`src/rtl/vga_pkg.sv`:
```
// Shared widths, resolution indices and controller state encoding for the VGA timing generator.
package vga_pkg;

    localparam int VGA_MAX_H_WIDTH = 12;
    localparam int VGA_MAX_V_WIDTH = 11;

    typedef enum logic [2:0] {
        RES_640X480   = 3'd0,
        RES_800X600   = 3'd1,
        RES_1024X768  = 3'd2,
        RES_1280X1024 = 3'd3,
        RES_CUSTOM0   = 3'd4,
        RES_CUSTOM1   = 3'd5,
        RES_CUSTOM2   = 3'd6,
        RES_CUSTOM3   = 3'd7
    } resolution_e;

    typedef enum logic [2:0] {
        ST_IDLE = 3'd0,
        ST_REQ  = 3'd1,
        ST_WAIT = 3'd2,
        ST_LOAD = 3'd3,
        ST_RUN  = 3'd4
    } vga_tg_state_e;

endpackage

```
`src/rtl/vga_axis_cnt.sv`:
```
// One scan axis: position counter with wrap at the programmed total, plus active/sync window decode.
module vga_axis_cnt #(
    parameter int W = 12
) (
    input  logic         clk_i,
    input  logic         arstn_i,
    input  logic         clr_i,
    input  logic         en_i,
    input  logic [W-1:0] disp_i,
    input  logic [W-1:0] front_i,
    input  logic [W-1:0] sync_i,
    input  logic [W-1:0] back_i,
    output logic [W+1:0] cnt_o,
    output logic [W+1:0] total_o,
    output logic         wrap_o,
    output logic         active_o,
    output logic         sync_o
);

    logic [W+1:0] cnt_q, cnt_d;
    logic [W+1:0] sync_beg, sync_end;

    // Two extra bits hold the sum of four W-bit fields without overflow.
    always_comb begin
        total_o  = (W+2)'(disp_i) + (W+2)'(front_i) + (W+2)'(sync_i) + (W+2)'(back_i);
        sync_beg = (W+2)'(disp_i) + (W+2)'(front_i);
        sync_end = sync_beg + (W+2)'(sync_i);
        wrap_o   = (cnt_q == total_o - (W+2)'(1));
        active_o = (cnt_q < (W+2)'(disp_i));
        sync_o   = (cnt_q >= sync_beg) && (cnt_q < sync_end);
        cnt_d    = cnt_q;
        if (clr_i) begin
            cnt_d = '0;
        end else if (en_i) begin
            cnt_d = wrap_o ? '0 : cnt_q + (W+2)'(1);
        end
    end

    always_ff @(posedge clk_i or negedge arstn_i) begin
        if (!arstn_i) cnt_q <= '0;
        else          cnt_q <= cnt_d;
    end

    assign cnt_o = cnt_q;

endmodule

```
`src/rtl/vga_timing_gen.sv`:
```
// VGA timing controller: fetches mode parameters on start, validates them, then scans frames
// producing registered sync/DE/coordinate outputs one cycle behind the counters.
module vga_timing_gen
    import vga_pkg::*;
#(
    parameter logic HSYNC_POL = 1'b1,
    parameter logic VSYNC_POL = 1'b1
) (
    input  logic                       clk_i,
    input  logic                       arstn_i,
    input  logic                       start_i,
    input  resolution_e                resolution_i,
    output logic                       req_o,
    output resolution_e                resolution_o,
    input  logic                       valid_i,
    input  logic [VGA_MAX_H_WIDTH-1:0] hd_i,
    input  logic [VGA_MAX_H_WIDTH-1:0] hf_i,
    input  logic [VGA_MAX_H_WIDTH-1:0] hr_i,
    input  logic [VGA_MAX_H_WIDTH-1:0] hb_i,
    input  logic [VGA_MAX_V_WIDTH-1:0] vd_i,
    input  logic [VGA_MAX_V_WIDTH-1:0] vf_i,
    input  logic [VGA_MAX_V_WIDTH-1:0] vr_i,
    input  logic [VGA_MAX_V_WIDTH-1:0] vb_i,
    input  logic [7:0]                 freq_int_i,
    input  logic [7:0]                 freq_frac_i,
    output logic                       hsync_o,
    output logic                       vsync_o,
    output logic                       de_o,
    output logic [VGA_MAX_H_WIDTH-1:0] x_o,
    output logic [VGA_MAX_V_WIDTH-1:0] y_o,
    output logic                       frame_start_o,
    output logic [7:0]                 freq_int_o,
    output logic [7:0]                 freq_frac_o,
    output logic                       running_o,
    output logic                       cfg_err_o
);

    localparam int HW = VGA_MAX_H_WIDTH;
    localparam int VW = VGA_MAX_V_WIDTH;

    vga_tg_state_e   state_q, state_d;
    resolution_e     res_q, res_d;
    logic            req_q, req_d, run_q, run_d, err_q, err_d, pend_q, pend_d;
    logic [HW-1:0]   hd_q, hd_d, hf_q, hf_d, hr_q, hr_d, hb_q, hb_d;
    logic [VW-1:0]   vd_q, vd_d, vf_q, vf_d, vr_q, vr_d, vb_q, vb_d;
    logic [7:0]      fi_cap_q, fi_cap_d, ff_cap_q, ff_cap_d;
    logic [7:0]      fi_q, fi_d, ff_q, ff_d;
    logic            hs_q, hs_d, vs_q, vs_d, de_q, de_d, fs_q, fs_d;
    logic [HW-1:0]   x_q, x_d;
    logic [VW-1:0]   y_q, y_d;

    logic            cnt_clr, h_en, v_en;
    logic [HW+1:0]   h_cnt, h_total;
    logic [VW+1:0]   v_cnt, v_total;
    logic            h_wrap, h_act, h_sync, v_wrap, v_act, v_sync;

    assign cnt_clr = (state_q == ST_LOAD);
    assign h_en    = (state_q == ST_RUN);
    assign v_en    = h_en && h_wrap;

    vga_axis_cnt #(.W(HW)) u_h_axis (
        .clk_i(clk_i), .arstn_i(arstn_i), .clr_i(cnt_clr), .en_i(h_en),
        .disp_i(hd_q), .front_i(hf_q), .sync_i(hr_q), .back_i(hb_q),
        .cnt_o(h_cnt), .total_o(h_total), .wrap_o(h_wrap), .active_o(h_act), .sync_o(h_sync)
    );

    vga_axis_cnt #(.W(VW)) u_v_axis (
        .clk_i(clk_i), .arstn_i(arstn_i), .clr_i(cnt_clr), .en_i(v_en),
        .disp_i(vd_q), .front_i(vf_q), .sync_i(vr_q), .back_i(vb_q),
        .cnt_o(v_cnt), .total_o(v_total), .wrap_o(v_wrap), .active_o(v_act), .sync_o(v_sync)
    );

    always_comb begin
        state_d = state_q; res_d = res_q; err_d = err_q; pend_d = pend_q;
        hd_d = hd_q; hf_d = hf_q; hr_d = hr_q; hb_d = hb_q;
        vd_d = vd_q; vf_d = vf_q; vr_d = vr_q; vb_d = vb_q;
        fi_cap_d = fi_cap_q; ff_cap_d = ff_cap_q; fi_d = fi_q; ff_d = ff_q;
        case (state_q)
            ST_IDLE: if (start_i) begin
                res_d   = resolution_i;
                state_d = ST_REQ;
            end
            ST_REQ:  state_d = ST_WAIT;
            ST_WAIT: if (valid_i) begin
                hd_d = hd_i; hf_d = hf_i; hr_d = hr_i; hb_d = hb_i;
                vd_d = vd_i; vf_d = vf_i; vr_d = vr_i; vb_d = vb_i;
                fi_cap_d = freq_int_i; ff_cap_d = freq_frac_i;
                state_d  = ST_LOAD;
            end
            ST_LOAD: if (h_total == '0 || v_total == '0 || hd_q == '0 || vd_q == '0) begin
                err_d   = 1'b1;
                state_d = ST_IDLE;
            end else begin
                err_d   = 1'b0;
                fi_d    = fi_cap_q;
                ff_d    = ff_cap_q;
                state_d = ST_RUN;
            end
            ST_RUN: if (pend_q && h_wrap && v_wrap) begin
                // A restart request only takes effect once the current frame has been fully scanned.
                pend_d  = 1'b0;
                state_d = ST_REQ;
            end else if (start_i) begin
                pend_d = 1'b1;
                res_d  = resolution_i;
            end
            default: state_d = ST_IDLE;
        endcase
        req_d = (state_d == ST_REQ);
        run_d = (state_d == ST_RUN);

        hs_d = ~HSYNC_POL; vs_d = ~VSYNC_POL; de_d = 1'b0; fs_d = 1'b0; x_d = '0; y_d = '0;
        if (state_q == ST_RUN) begin
            hs_d = h_sync ? HSYNC_POL : ~HSYNC_POL;
            vs_d = v_sync ? VSYNC_POL : ~VSYNC_POL;
            de_d = h_act && v_act;
            fs_d = (h_cnt == '0) && (v_cnt == '0);
            x_d  = h_cnt[HW-1:0];
            y_d  = v_cnt[VW-1:0];
        end
    end

    always_ff @(posedge clk_i or negedge arstn_i) begin
        if (!arstn_i) begin
            state_q <= ST_IDLE; res_q <= RES_640X480;
            req_q <= 1'b0; run_q <= 1'b0; err_q <= 1'b0; pend_q <= 1'b0;
            hd_q <= '0; hf_q <= '0; hr_q <= '0; hb_q <= '0;
            vd_q <= '0; vf_q <= '0; vr_q <= '0; vb_q <= '0;
            fi_cap_q <= '0; ff_cap_q <= '0; fi_q <= '0; ff_q <= '0;
            hs_q <= ~HSYNC_POL; vs_q <= ~VSYNC_POL; de_q <= 1'b0; fs_q <= 1'b0;
            x_q <= '0; y_q <= '0;
        end else begin
            state_q <= state_d; res_q <= res_d;
            req_q <= req_d; run_q <= run_d; err_q <= err_d; pend_q <= pend_d;
            hd_q <= hd_d; hf_q <= hf_d; hr_q <= hr_d; hb_q <= hb_d;
            vd_q <= vd_d; vf_q <= vf_d; vr_q <= vr_d; vb_q <= vb_d;
            fi_cap_q <= fi_cap_d; ff_cap_q <= ff_cap_d; fi_q <= fi_d; ff_q <= ff_d;
            hs_q <= hs_d; vs_q <= vs_d; de_q <= de_d; fs_q <= fs_d;
            x_q <= x_d; y_q <= y_d;
        end
    end

    assign req_o         = req_q;
    assign resolution_o  = res_q;
    assign running_o     = run_q;
    assign cfg_err_o     = err_q;
    assign freq_int_o    = fi_q;
    assign freq_frac_o   = ff_q;
    assign hsync_o       = hs_q;
    assign vsync_o       = vs_q;
    assign de_o          = de_q;
    assign frame_start_o = fs_q;
    assign x_o           = x_q;
    assign y_o           = y_q;

endmodule
```
`config.mk`:
```
export PLATFORM = sky130hd
export DESIGN_NAME = vga_timing_gen
export DESIGN_NICKNAME = d
export VERILOG_FILES = /design/src/rtl/vga_pkg.sv /design/src/rtl/vga_axis_cnt.sv /design/src/rtl/vga_timing_gen.sv
export SDC_FILE = /design/constraint.sdc
export NUM_CORES = 1
export LEC_CHECK = 0
export ABC_AREA = 1
export BUFFER_PORTS_ARGS = -buffer_cell sky130_fd_sc_hd__buf_2
export CAP_MARGIN = 5
export CORE_MARGIN = 5
export CORE_UTILIZATION = 26
export DETAILED_ROUTE_END_ITERATION = 7
export GPL_ROUTABILITY_DRIVEN = 0
export GPL_TIMING_DRIVEN = 0
export PLACE_DENSITY = 0.51
export SYNTH_ARGS = -nofsm -noshare
export SYNTH_HDL_FRONTEND = slang
export SYNTH_SLANG_ARGS = --single-unit
```
`constraint.sdc`:
```
create_clock -name clk_i -period 15.3 [get_ports clk_i]
set_input_delay 3.06 -clock clk_i [delete_from_list [all_inputs] [get_ports clk_i]]
set_output_delay 3.06 -clock clk_i [all_outputs]
set_load 0.005 [all_outputs]
```
==> run_results.csv, run 1 <==
group,metric,value,unit
setup_path,crit_path_top_delay_cell,"a21oi_1",
grt,grt-busiest-layer,"met2",
logic_synthesis,postSynthCellCount,1843,
grt,grt_pass1_wl,70.6,mm
cells_and_area,n_fill_cell,5860,
hold_path,min_path_type,"reg -> reg",
hold_path,hold_path_startpoint,"resolution_o[2]$_DFFE_PN0P_",
clocking,cts_max_level,4,
cells_and_area,area_growth_from_synthesis_to_layout,16.1,%
logic_synthesis,synth.area.top_cells,"dfrtp_1 (33%), ha_1 (13%), nand2_1 (11%), inv_1 (7.0%), mux2_2 (5.3%)",
sta,finalMaxSlewViolations,0,
sta,setup_violations,0,
sta,rsz0062_at_grt,"false",
sta,finalCritPeriodShare,42.1,%
logic_synthesis,warning_count_from_the_yosys_run,0,
sta,setup_tns,0,ps
clocking,ctsResizeCount,0,
logic_synthesis,synth_cell_area,14100,um2
routing,route.detailed.wl_per_inst,16.3,um
routing,drtIter0Drc,714,
cells_and_area,num-nets-final,2296,
die,floorplan.die_area,59100,um2
routing,route.vias.total,12646,
routing,detail-route-antenna-nets,0,
logic_synthesis,synth_cell_type_count,51,
grt,met3_usage,3.94,%
setup_path,worst_path_most_repeated_cell,"nand2_1",
logic_synthesis,asyncSetResetFlopFracSynth,100,%
sta,max_freq,155,MHz
clocking,tritoncts,"done",
die,floorplan.die.height,243,um
routing,dr.pass1.iters,5,
logic_synthesis,synthMostInstantiatedCell,"nand2_1",
setup_path,r2r_end,"req_o$_DFF_PN0_",
sta,report.final.hold_viol_count,0,
setup_path,worst-path-buf-inv,3,
placement,post-dp-hpwl,35.9,mm
logic_synthesis,synth_largest_type_area_fraction,33.3,%
sta,finalCriticalPeriod,6440,ps
outcome,run_status,"complete, no violations",
placement,placement.io_buffers,163,
hold_path,worst_hold_path.endpoint,"resolution_o[2]$_DFFE_PN0P_",
clocking,number_of_clock_buffers_inserted_by_tritoncts,17,
setup_path,crit_type,"reg -> reg",
die,floorplan.io_pins,164,
sta,max_slew_margin,43.4,%
setup_path,r2r_start,"vd_q[0]$_DFFE_PN0P_",
logic_synthesis,ys_seq_area_share,33.3,%
sta,final_setup_skew,18.8,ps
logic_synthesis,synthesis.nets,2113,
setup_path,reg2reg_slack,8860,ps
setup_path,critical_path.max_stage_delay,510,ps
routing,wl,44.6,mm
routing,drc_errors,0,
setup_path,cp-end-kind,"register",
clocking,clk_root_buffer_cell,"clkbuf_16",
grt,grt_antenna_before_repair,5,
setup_path,critical_path_peak_fanout,7,
clocking,clk_pin_slew_worst_paths,90,ps
clocking,cts.path.max_buffers,2,
clocking,clk_latency,490,ps
grt,grt_use_met2,24.2,%
die,core_area,53800,um2
cells_and_area,final_util,30.5,%
run,cap_violations,0,
cells_and_area,post_route_cells_drive_above_1_share,15.8,%
clocking,clock_sink_count,188,
grt,grt_start_max_net_pins,104,
grt,grt_pass1_vias,12719,
logic_synthesis,synth_common_cells,"nand2_1 (405), inv_1 (265), dfrtp_1 (188)",
hold_path,min_path_cells,2,
routing,drt-vias-per-instance,4.62,
setup_path,required,15640,ps
sta,tightest_slew,849,ps
logic_synthesis,synth_enable_flop_cells,0,
die,placementRows,85,
clocking,post-cts-setup-buffers,0,
die,initial_core_util,26.3,%
setup_path,timing.critical_path.arrival,6780,ps
clocking,postCtsHoldBufs,0,
setup_path,worst_path_dominant_cell_family,"simple AND/OR/NAND/NOR gates",
die,die_extent_in_x,243,um
grt,use_met1,20.3,%
grt,global_route.usage.total,15.2,%
setup_path,ff2ff_path_depth,32,
logic_synthesis,ys_ff_latch,188,
logic_synthesis,syn_avg_cell_area,7.67,um2
setup_path,crit_path_start_kind,"register",
logic_synthesis,synth_largest_area_cell,"dfrtp_1",
logic_synthesis,top_ff_cell_synth,"dfrtp_1",
grt,grt.overflow.total,0,
layout make-up:
class                      instances  area (um2)  share of cell area, %
antenna                            1        2.50                 0.0153
buffer                            29         124                  0.755
clock buffer                      19         443                   2.70
clock inverter                    12         108                  0.656
inverter                         288        1080                   6.59
multi-input combinational       1338        8220                   50.1
sequential                       188        4700                   28.7
tap                              696         871                   5.31
timing repair buffer             164         853                   5.20
layer usage:
metal,vias up,wire length [um]
met4,6,853
met1,5916,20900
met3,49,2660
met2,275,20200
li1,6400,-
met5,-,40
cell families (layout without fill, tap and decap cells):
family	count (synthesis)	in the layout	synth area share, %
muxes	66	66	5.26
adders and majority gates	155	155	14.0
buffers and inverters	317	512	8.53
other	0	1	0
xor gates and xnor gates	56	56	3.72
DFF	188	188	33.3
and+or+nand+nor	825	825	25.7
AOI/OAI and AO/OA	236	236	9.45
worst register-to-register path, delay by kind of cell (launching register included):
family | cells | cell delay [ps]
AO/OA/AOI/OAI | 7 | 1760
AND/OR/NAND/NOR | 16 | 2010
flip-flops | 1 | 430
adder cells (fa/ha/maj) | 4 | 1350
buffers and inverters | 3 | 220
XOR/XNOR | 2 | 570
cells in the final DEF, fill, tap and decap left out, types with 17 or more instances in the layout:
cell type,count
nand3_1,132
buf_2,162
mux2_2,66
dfrtp_1,188
a21oi_1,118
nand2_1,405
inv_2,19
ha_1,149
inv_1,265
nor2_1,175
o21ai_0,54
nand4_1,43
xor2_1,44
clkbuf_16,17
clkbuf_1,23
per-stage QoR:
stage / area, um2 / worst slack, ps / instances / hold slack, ps
2_1_floorplan: 14100 / 10310 / 1843 / 465
3_3_place_gp: 15800 / 7740 / 2702 / 463
3_5_place_dp: 15900 / 8870 / 2703 / 461
4_1_cts: 16400 / 8860 / 2734 / 485
5_1_grt: 16400 / 8210 / 2734 / 504
6_report: 16400 / 8860 / 2735 / 480
worst max-delay path by stage:
stage	startpoint	endpoint	slack (ps)	cells after the start
2_1_floorplan	vd_q[0]$_DFFE_PN0P_	resolution_o[0]$_DFFE_PN0P_	10310	30
3_3_place_gp	arstn_i	hr_q[1]$_DFFE_PN0P_	7740	1
3_5_place_dp	vd_q[0]$_DFFE_PN0P_	req_o$_DFF_PN0_	8870	30
4_1_cts	vd_q[0]$_DFFE_PN0P_	req_o$_DFF_PN0_	8860	30
5_1_grt	vd_q[0]$_DFFE_PN0P_	req_o$_DFF_PN0_	8210	32
6_report	vd_q[0]$_DFFE_PN0P_	req_o$_DFF_PN0_	8860	32
sequential cells by signal, indices dropped and copies added (netlist names), 11 cells and up:
signal / cells
vd_q: 11
vf_q: 11
u_h_axis.cnt_o: 14
hd_q: 12
vb_q: 11
u_v_axis.cnt_o: 13
hr_q: 12
y_o: 11
x_o: 12
hf_q: 12
hb_q: 12
vr_q: 11
Power of run 1 is not shown: default switching activity piles up to over one toggle a cycle in this logic, so the estimate is an artifact.
==> run 2: changes to the inputs <==
--- a/config.mk
+++ b/config.mk
@@ -5,7 +5,7 @@
 export SDC_FILE = /design/constraint.sdc
 export NUM_CORES = 1
 export LEC_CHECK = 0
-export ABC_AREA = 1
+export ABC_AREA = 0
 export BUFFER_PORTS_ARGS = -buffer_cell sky130_fd_sc_hd__buf_2
 export CAP_MARGIN = 5
 export CORE_MARGIN = 5
==> constraint.sdc (replaced) <==
create_clock -name clk_i -period 6 [get_ports clk_i]
set_input_delay 1.2 -clock clk_i [delete_from_list [all_inputs] [get_ports clk_i]]
set_output_delay 1.2 -clock clk_i [all_outputs]
set_load 0.005 [all_outputs]
==> run_results.csv, run 2 <==
group,metric,value,unit
grt,grt.overflow.total,0,
logic_synthesis,synth_largest_area_cell,"dfrtp_1",
setup_path,path_cells,"ha_4, fa_2, inv_1, fa_1, nand2b_1, nand2b_1, a21o_1, xor2_2, ha_1, buf_4, nor3b_4, a311oi_2, o311ai_2, or4b_4, xnor2_2, o41a_1, nor4_2, o221a_2, and4_4, buf_8, a31o_4, mux2_4",
logic_synthesis,synthMostInstantiatedCell,"dfrtp_1",
setup_path,r2r_start,"hd_q[0]$_DFFE_PN0P_",
logic_synthesis,synthesis.nets,1685,
outcome,run_status,"finished, violations left",
clocking,cts_max_level,4,
clocking,clk_latency,490,ps
clocking,number_of_clock_buffers_inserted_by_tritoncts,17,
sta,finalCriticalPeriod,6010,ps
clocking,clk_root_buffer_cell,"clkbuf_16",
cells_and_area,post_route_cells_drive_above_1_share,30.8,%
setup_path,required,6370,ps
hold_path,hold_path_startpoint,"cfg_err_o$_DFFE_PN0N_",
setup_path,worst_path_most_repeated_cell,"nand2b_1",
logic_synthesis,multiplexer_fraction_of_the_synthesized_cell_area,8.80,%
outcome,violations,"negative setup slack",
die,initial_core_util,26.1,%
sta,setup_violations,3,
clocking,postCtsHoldBufs,0,
setup_path,crit_path_top_delay_cell,"or4b_4",
sta,finalMaxSlewViolations,0,
sta,report.final.hold_viol_count,0,
grt,grt_start_max_net_pins,107,
logic_synthesis,asyncSetResetFlopFracSynth,100,%
clocking,tritoncts,"done",
setup_path,crit_type,"reg -> reg",
logic_synthesis,top_ff_cell_synth,"dfrtp_1",
placement,post-dp-hpwl,33.6,mm
sta,rsz0062_at_grt,"true",
logic_synthesis,ys_seq_area_share,34.5,%
clocking,cts.path.max_buffers,2,
die,floorplan.die_area,57100,um2
placement,placement.io_buffers,163,
logic_synthesis,synth_cell_area,13600,um2
sta,max_freq,166,MHz
sta,finalHoldWorstSlack,496,ps
cells_and_area,most_common_library_cell_in_the_layout_ignoring_fill_and_taps,"dfrtp_1",
routing,route.vias.total,11631,
sta,finalCritPeriodShare,100,%
run,cap_violations,0,
setup_path,cp-end-kind,"register",
clocking,clock_sink_count,188,
die,placementRows,84,
routing,drc_errors,0,
logic_synthesis,synth_largest_type_area_fraction,34.5,%
routing,wl,44.7,mm
sta,finalWorstSetupSlack,-6.93,ps
die,core_area,52200,um2
logic_synthesis,syn_avg_cell_area,9.63,um2
routing,detail-route-antenna-nets,0,
logic_synthesis,synth_common_cells,"dfrtp_1 (188), ha_1 (149), inv_1 (107)",
setup_path,crit_path_start_kind,"register",
grt,grt_pass1_vias,11439,
cells_and_area,number_of_flip_flops_under_the_largest_register_name,14,
logic_synthesis,synth.area.top_cells,"dfrtp_1 (35%), ha_1 (14%), mux2_2 (8.2%), xnor2_1 (3.4%), inv_1 (2.9%)",
logic_synthesis,xor_xnor_cell_area_share_of_the_yosys_netlist,6.32,%
hold_path,min_path_type,"reg -> reg",
setup_path,worstSetupStartpoint,"hd_q[0]$_DFFE_PN0P_",
placement,worst_case_setup_slack_after_placement,-990,ps
logic_synthesis,synth_cell_type_count,91,
sta,setup_tns,-11.2,ps
grt,global_route.usage.total,15.3,%
die,floorplan.die.height,239,um
logic_synthesis,ys_ff_latch,188,
routing,route.detailed.wl_per_inst,18.9,um
setup_path,critical_path.max_stage_delay,600,ps
sta,tightest_slew,1130,ps
logic_synthesis,yosys.area_share.adder,14.6,%
cells_and_area,num-nets-final,1930,
logic_synthesis,warning_count_from_the_yosys_run,0,
grt,grt_pass1_wl,67.3,mm
routing,drt-vias-per-instance,4.92,
routing,dr.pass1.iters,5,
sta,max_slew_margin,22.6,%
clocking,clk_pin_slew_worst_paths,70,ps
logic_synthesis,complex_gate_fraction_of_the_synthesized_area,16.8,%
cells_and_area,area_growth_from_synthesis_to_layout,27.2,%
logic_synthesis,postSynthCellCount,1415,
logic_synthesis,synth_enable_flop_cells,0,
routing,drtIter0Drc,646,
setup_path,critical_path_peak_fanout,10,
sta,final_setup_skew,12.0,ps
cells_and_area,final_cell_mix,"dfrtp_1 (186), buf_2 (163), ha_1 (133)",
die,floorplan.io_pins,164,
die,die_extent_in_x,239,um
grt,grt_antenna_before_repair,8,
logic_synthesis,yosys.area_share.simple,14.6,%
logic_synthesis,synth_top_family_by_area,"compound AO/OA/AOI/OAI gates",
setup_path,timing.critical_path.arrival,6380,ps
## run 2: final timing paths
check | to | slack (ps) | cells after the start
worst max-delay path | resolution_o[1]$_DFFE_PN0P_ | -7 | 22
worst min-delay path | cfg_err_o$_DFFE_PN0N_ | 500 | 1
worst max register to register | resolution_o[1]$_DFFE_PN0P_ | -7 | 22
worst min register to register | cfg_err_o$_DFFE_PN0N_ | 500 | 1
max in group asynchronous | hd_q[0]$_DFFE_PN0P_ | 4280 | 2
min in group asynchronous | vb_q[4]$_DFFE_PN0P_ | 690 | 1
## run 2: layer usage
layer,vias to the layer above,GRT usage [%],share of wire (%)
met2,253,24.0,46
met3,51,3.74,5.3
met5,-,0,0.060
li1,5617,-,-
met4,4,4.96,2.2
met1,5706,20.7,46
## run 2: cells by family after synthesis
family | Yosys count
buffers and inverters | 154
adders and majority gates | 155
muxes | 106
AOI/OAI and AO/OA | 337
and+or+nand+nor | 383
xor gates and xnor gates | 92
DFF | 188
## run 2: final cells by class
type,instances,area (um2)
Fill cell,5391,34900
Clock inverter,14,163
Sequential cell,188,4710
Timing Repair Buffer,230,1400
Clock buffer,18,429
Tap cell,688,861
Buffer,43,233
Multi-Input combinational cell,1073,9130
Inverter,107,402
Antenna cell,5,12.5
## run 2: critical path, delay by kind of cell, from the launching register on
kind                       cells  cell delay (ps)
and+or+nand+nor                6             1520
DFF                            1              450
buffers and inverters          3              430
xor gates and xnor gates       2              240
adders and majority gates      4             1460
AOI/OAI and AO/OA              6             1470
muxes                          1              310
## run 2: through the flow
step | util [%] | instances | instance area, um2
final | 33.2 | 2366 | 17300
after global routing | 33.2 | 2361 | 17300
after CTS | 31.6 | 2325 | 16500
after detailed placement | 29.4 | 2267 | 15300
after global placement | 29.3 | 2266 | 15300
after floorplan | - | 1415 | 13600
## run 2: timing repair
action	CTS	global route
setup endpoints to repair	52	52
resized for setup	77	99
pin swaps	38	59
buffers inserted	29	35
gates cloned	0	2
Power of run 2 is left out for the same reason.
